==> src/rtl/inst_fetch_queue_pkg.sv <==
// Shared constants and types for the instruction fetch queue.
package inst_fetch_queue_pkg;

  localparam int INST_ADDR_WIDTH = 32;
  localparam int INST_DATA_WIDTH = 32;
  localparam int INST_BYTES      = 4;

  // One queued instruction: the fetched word and the PC it was fetched from.
  typedef struct packed {
    logic [INST_DATA_WIDTH-1:0] data;
    logic [INST_ADDR_WIDTH-1:0] pc;
  } fetch_entry_t;

  // Force a PC onto an instruction boundary by clearing its two low bits.
  function automatic logic [INST_ADDR_WIDTH-1:0] align_pc(input logic [INST_ADDR_WIDTH-1:0] pc);
    return {pc[INST_ADDR_WIDTH-1:2], 2'b00};
  endfunction

endpackage

==> src/rtl/inst_fetch_queue_sync_fifo.sv <==
// Registered synchronous FIFO with flush; head data reads as zero when empty.
module sync_fifo #(
  parameter int WIDTH = 8,
  parameter int DEPTH = 4
) (
  input  logic                       clk,
  input  logic                       reset,
  input  logic                       push_i,
  input  logic [WIDTH-1:0]           wdata_i,
  input  logic                       pop_i,
  input  logic                       flush_i,
  output logic [WIDTH-1:0]           rdata_o,
  output logic                       full_o,
  output logic                       empty_o,
  output logic [$clog2(DEPTH):0]     count_o
);

  localparam int AW = $clog2(DEPTH);
  localparam int CW = AW + 1;

  logic [WIDTH-1:0] mem_q [DEPTH];
  logic [AW-1:0]    wr_ptr_q;
  logic [AW-1:0]    rd_ptr_q;
  logic [CW-1:0]    count_q;
  logic [CW-1:0]    count_d;
  logic             do_push;
  logic             do_pop;

  assign empty_o = (count_q == CW'(0));
  assign full_o  = (count_q == CW'(DEPTH));
  assign count_o = count_q;
  assign do_pop  = pop_i && !empty_o;
  // A full FIFO can still take a push when the head leaves in the same cycle.
  assign do_push = push_i && (!full_o || do_pop);
  assign rdata_o = empty_o ? '0 : mem_q[rd_ptr_q];

  // Occupancy change for this cycle's push/pop combination.
  always_comb begin
    count_d = count_q;
    case ({do_push, do_pop})
      2'b10:   count_d = count_q + CW'(1);
      2'b01:   count_d = count_q - CW'(1);
      default: count_d = count_q;
    endcase
  end

  // Pointer, occupancy and storage update; flush empties without touching storage.
  always_ff @(posedge clk) begin
    if (reset) begin
      wr_ptr_q <= '0;
      rd_ptr_q <= '0;
      count_q  <= '0;
    end else if (flush_i) begin
      wr_ptr_q <= '0;
      rd_ptr_q <= '0;
      count_q  <= '0;
    end else begin
      if (do_push) begin
        mem_q[wr_ptr_q] <= wdata_i;
        wr_ptr_q        <= wr_ptr_q + AW'(1);
      end
      if (do_pop) begin
        rd_ptr_q <= rd_ptr_q + AW'(1);
      end
      count_q <= count_d;
    end
  end

endmodule

==> src/rtl/inst_fetch_queue.sv <==
// Instruction fetch queue: sequential fetch with credit control, redirect flush
// and stale-response dropping, feeding decode over valid/ready.
module inst_fetch_queue
  import inst_fetch_queue_pkg::*;
#(
  parameter int                         DEPTH    = 4,
  parameter int                         MAX_OUT  = 2,
  parameter logic [INST_ADDR_WIDTH-1:0] RESET_PC = 32'h0000_0000
) (
  input  logic                       clk,
  input  logic                       reset,
  input  logic                       redirect_i,
  input  logic [INST_ADDR_WIDTH-1:0] redirect_pc_i,
  output logic                       mem_req_o,
  output logic [INST_ADDR_WIDTH-1:0] mem_addr_o,
  input  logic                       mem_gnt_i,
  input  logic                       mem_rvalid_i,
  input  logic [INST_DATA_WIDTH-1:0] mem_rdata_i,
  output logic                       inst_valid_o,
  output logic [INST_DATA_WIDTH-1:0] inst_o,
  output logic [INST_ADDR_WIDTH-1:0] inst_pc_o,
  input  logic                       inst_ready_i
);

  localparam int CW = $clog2(DEPTH) + 1;
  localparam int OW = $clog2(MAX_OUT) + 1;

  logic [INST_ADDR_WIDTH-1:0] fetch_addr_q, fetch_addr_d;
  logic [INST_ADDR_WIDTH-1:0] resp_pc_q, resp_pc_d;
  logic [OW-1:0]              inflight_q, inflight_d;
  logic [OW-1:0]              drop_q, drop_d;
  logic [CW-1:0]              fifo_count;
  logic                       fifo_full;
  logic                       fifo_empty;
  logic                       push;
  logic                       pop;
  logic                       grant;
  logic                       resp_ok;
  fetch_entry_t               push_entry;
  fetch_entry_t               head_entry;

  // Issue only while both a request slot and a guaranteed queue slot exist;
  // responses already marked for dropping do not consume queue space.
  assign mem_req_o = !reset && !redirect_i
                     && (int'(inflight_q) < MAX_OUT)
                     && ((int'(fifo_count) + int'(inflight_q) - int'(drop_q)) < DEPTH);
  assign mem_addr_o = fetch_addr_q;
  assign grant      = mem_req_o && mem_gnt_i;
  // A response with nothing outstanding is a protocol error and is ignored.
  assign resp_ok    = mem_rvalid_i && (inflight_q != OW'(0));
  assign pop        = inst_valid_o && inst_ready_i;
  assign push_entry = '{data: mem_rdata_i, pc: resp_pc_q};

  assign inst_valid_o = !fifo_empty;
  assign inst_o       = head_entry.data;
  assign inst_pc_o    = head_entry.pc;

  // Next-state for fetch/response PCs and the outstanding/drop counters.
  always_comb begin
    fetch_addr_d = fetch_addr_q;
    resp_pc_d    = resp_pc_q;
    inflight_d   = inflight_q;
    drop_d       = drop_q;
    push         = 1'b0;
    if (grant) begin
      fetch_addr_d = fetch_addr_q + INST_ADDR_WIDTH'(INST_BYTES);
      inflight_d   = inflight_q + OW'(1);
    end else begin
      fetch_addr_d = fetch_addr_q;
    end
    if (resp_ok) begin
      inflight_d = inflight_d - OW'(1);
      if (drop_q != OW'(0)) begin
        drop_d = drop_q - OW'(1);
      end else begin
        push      = 1'b1;
        resp_pc_d = resp_pc_q + INST_ADDR_WIDTH'(INST_BYTES);
      end
    end else begin
      drop_d = drop_q;
    end
    // Every response still owed after a redirect belongs to the old path.
    if (redirect_i) begin
      fetch_addr_d = align_pc(redirect_pc_i);
      resp_pc_d    = align_pc(redirect_pc_i);
      drop_d       = inflight_d;
      push         = 1'b0;
    end else begin
      resp_pc_d = resp_pc_d;
    end
  end

  // Fetch-side state registers.
  always_ff @(posedge clk) begin
    if (reset) begin
      fetch_addr_q <= RESET_PC;
      resp_pc_q    <= RESET_PC;
      inflight_q   <= '0;
      drop_q       <= '0;
    end else begin
      fetch_addr_q <= fetch_addr_d;
      resp_pc_q    <= resp_pc_d;
      inflight_q   <= inflight_d;
      drop_q       <= drop_d;
    end
  end

  sync_fifo #(
    .WIDTH ($bits(fetch_entry_t)),
    .DEPTH (DEPTH)
  ) u_queue (
    .clk     (clk),
    .reset   (reset),
    .push_i  (push),
    .wdata_i (push_entry),
    .pop_i   (pop),
    .flush_i (redirect_i),
    .rdata_o (head_entry),
    .full_o  (fifo_full),
    .empty_o (fifo_empty),
    .count_o (fifo_count)
  );

  logic unused_full;
  assign unused_full = fifo_full;

endmodule

==> config.mk <==
export PLATFORM = sky130hd
export DESIGN_NAME = inst_fetch_queue
export DESIGN_NICKNAME = d
export VERILOG_FILES = /design/src/rtl/inst_fetch_queue_pkg.sv /design/src/rtl/inst_fetch_queue_sync_fifo.sv /design/src/rtl/inst_fetch_queue.sv
export SDC_FILE = /design/constraint.sdc
export NUM_CORES = 1
export LEC_CHECK = 0
export CAP_MARGIN = 25
export CORE_MARGIN = 1
export CORE_UTILIZATION = 50
export DETAILED_ROUTE_END_ITERATION = 6
export GPL_ROUTABILITY_DRIVEN = 0
export PLACE_DENSITY = 0.76
export SETUP_SLACK_MARGIN = 0.5
export SYNTH_ARGS = -nofsm -noshare
export SYNTH_HDL_FRONTEND = slang
export SYNTH_SLANG_ARGS = --single-unit
==> constraint.sdc <==
create_clock -name clk -period 3.2 [get_ports clk]
set_input_delay 0.48 -clock clk [delete_from_list [all_inputs] [get_ports clk]]
set_output_delay 0.48 -clock clk [all_outputs]
set_load 0.03 [all_outputs]
==> qor.txt <==
register area: 8920 um^2
Comb power frac: 13.1%
Lkg Pwr: 6.06 nW
RSZ-0062 raised after global routing: yes
synth-to-layout area growth: 29.3%
crit-path cells: inv_4 > fa_2 > inv_2 > ha_4 > and3b_1 > o211ai_2 > nand3_2 > a211oi_4 > buf_12
Total Power: 9.77 mW
Worst Clk Skew: 0.0189 ns
drt pass-1 iters: 5
crit end category: output pin
Final period util: 98.2%
Final Hold Vio Count: 0
Inserted Diodes: 0
Post-synth EDFFs: 248
Startpoint Class: flip-flop
Starting Density: 51.2%
Final setup violation count: 0
Final nets: 1250
Setup TNS: 0 ns
hold_buf cts: 0
ranking of synthesized cells by area: edfxtp_1 (54%), dfxtp_1 (11%), mux4_2 (10%), and2_1 (3.3%), xnor2_1 (1.9%)
htree depth: 1
WHS: 0.516 ns
die width: 169 um
Die ar.: 28400 um^2
vias per cell: 5.78
Sw Ratio: 23.9%
status: complete, no violations
Root Buffer Master: clkbuf_16
first-pass GRT wire length: 47000 um
CP max-delay cell: fa_2
largest net degree at the start of global routing: 63
DRC errors left: 0
Psw: 2.33 mW
worst hold stages: 3
Crit path arrival time: 2.66 ns
fmax: 0.318 GHz
Crit path depth: 9
post-route ant nets: 0
Vias: 9026
TritonCTS clock tree: built
core outline area: 27100 um^2
initial antenna violation count: 0
number of max-cap violations: 0
area of the multi-input gates: 4930 um^2
row count: 60
pwr dens: 544 nW/um^2
Num CTS Buffers: 31
WP buf/inv: 3
Netlist cell types: 66
Global Route Usage Sum: 21.3%
leading area contributor after synthesis: edfxtp_1
CP max stage delay: 0.56 ns
placed wire-length estimate: 17900 um
DP Cell Count: 1459
Post-synth top flop: edfxtp_1
layout cells sized above 1: 26.1%
GRT overflow: 0
Routed WL: 32300 um
latest clock arrival within the worst-skew pair: 0.57 ns
Mean Syn Cell Area: 14.4 um^2
Crit Path Category: reg2out
Slew Limit Fails: 0
sequential share of power: 48.4%
fill count: 1892
CTS max path bufs: 3
HP Class: in2reg
cell-internal power: 7.44 mW
Syn Inst Count: 965
Worst-path clk slew: 0.07 ns
Worst slew margin: 52.5%
CTS sink count: 321
routed len/inst: 20.7 um
top-area cell type share of the netlist area: 53.6%
synthesized area: 13900 um^2
Async SR Flop Fraction: 0%
vias in the first global route: 8431
Worst Path Required: 2.72 ns
Worst path top cell family by delay: adder cells
Crit Path Max Fanout: 3
Max rail drop VDD: 448 uV
R2R depth: 13
Min Clock Period, post-route: 3.14 ns
DR iter-0 viols: 688
synth warn: 0
I/O pins: 168
synthesized flop and latch total: 321
sequential element share of the synthesized area: 64.2%
Slew @ Worst Pin: 0.713 ns
Clk pwr share: 38.5%
fin cells: 1562
Port Buffers: 161
chip height: 169 um
-- registers in the layout (all words and copies together) (netlist names), named ones only --
register	count
u_queue.rd_ptr_q	2
drop_q	2
u_queue.count_o	3
u_queue.mem_q	248
mem_addr_o	30
inflight_q	2
resp_pc_q	30
u_queue.wr_ptr_q	2
-- path summary, 6_finish.rpt --
path / from / slack (ns) / end
setup / recovery: u_queue.count_o[1] / 0.06 / mem_req_o
hold / removal: reset / 0.52 / u_queue.count_o[0]
setup reg to reg: u_queue.count_o[1] / 0.34 / drop_q[1]
hold reg to reg: resp_pc_q[31] / 0.53 / u_queue.mem_q[0][31]
-- final cells by class --
type | instances | share of cell area, %
inverter | 28 | 0.613
multi-input combinational | 557 | 27.4
sequential | 321 | 49.7
timing repair buffer | 226 | 13.7
tap | 372 | 2.59
clock inverter | 20 | 1.18
clock buffer | 38 | 4.75
-- synth_stat cells (6+ instances only) --
cell type and n:
mux4_2 62, a21boi_0 10, xnor2_1 30, o21bai_1 6
a311oi_1 8, and3_1 12, a21oi_1 23, nor2_1 50
dfxtp_1 73, ha_1 13, nand3_1 32, and2_1 74
edfxtp_1 248, nor3_1 17, and4_1 8, nor4_1 11
inv_1 28, nand2_1 45, a211oi_1 17, a31oi_1 22
clkbuf_1 38, o21ai_0 18, nand4_1 18, buf_2 10
buf_4 6
-- logic make-up (layout without fill, tap and decap cells) --
kind of cell | Yosys count | count (layout) | share of synthesized area (%)
flip-flops | 321 | 321 | 64.2
AND/OR/NAND/NOR | 301 | 301 | 12.1
AO/OA/AOI/OAI | 136 | 136 | 6.85
buffers and inverters | 90 | 312 | 2.86
multiplexers | 67 | 67 | 10.4
XOR/XNOR | 34 | 34 | 2.14
adder cells (fa/ha/maj) | 15 | 15 | 1.46
other | 1 | 4 | 0.0270
-- worst reg2reg max path: stages, from the launching register on --
cell,delay [ns]
dfxtp_4,0.36
inv_4,0.04
fa_2,0.56
inv_2,0.04
ha_4,0.26
and3b_1,0.16
o211ai_2,0.11
buf_4,0.15
buf_6,0.12
a21o_4,0.25
buf_12,0.15
buf_12,0.14
mux2i_4,0.19
a311oi_1,0.25
-- cells in the final DEF, fill, tap and decap left out, types with 12 or more instances in the layout --
master	n
nand4_1	18
a211oi_1	16
buf_2	31
nor3_1	16
a21oi_1	21
buf_6	27
clkbuf_16	39
xnor2_1	29
clkdlybuf4s50_1	95
edfxtp_1	248
a31oi_1	18
dfxtp_1	68
and2_1	59
inv_1	24
mux4_2	62
nand3_1	26
o21ai_0	14
nand2_1	45
ha_1	12
buf_4	30
buf_12	19
nor2_1	50
-- per-stage QoR --
step	utilization [%]	setup WS [ns]	area, um^2
after floorplan	-	0.516	13900
after global placement	59.1	0.402	16000
after detailed placement	59.1	0.398	16000
after CTS	63.9	0.0177	17300
after global routing	66.2	-0.0263	18000
final	66.2	0.0567	18000
-- what timing repair did --
| action | in CTS | in global routing |
|---|---|---|
| setup endpoints to repair | 72 | 55 |
| pin swaps | 6 | 51 |
| gates cloned | 2 | 8 |
| gates resized for setup | 248 | 203 |
| setup buffers | 16 | 19 |
-- layer usage --
layer	vias to the layer above	global-route usage [%]	part of all wire [%]
li1	4126	-	-
met1	4447	30.7	43
met2	401	34.3	47
met3	52	3.81	7.3
met4	0	3.83	2.2
met5	-	0	0
-- power groups by stage --
stage | registers [mW] | clock network, mW | logic, mW
floorplan | 4.82 | 0 | 0.582
global placement | 4.81 | 0 | 0.925
detailed placement | 4.81 | 0 | 0.941
CTS | 4.72 | 3.80 | 0.986
global route | 4.74 | 3.97 | 1.36
finish | 4.73 | 3.76 | 1.28
(Power assumes the default switching activity.)
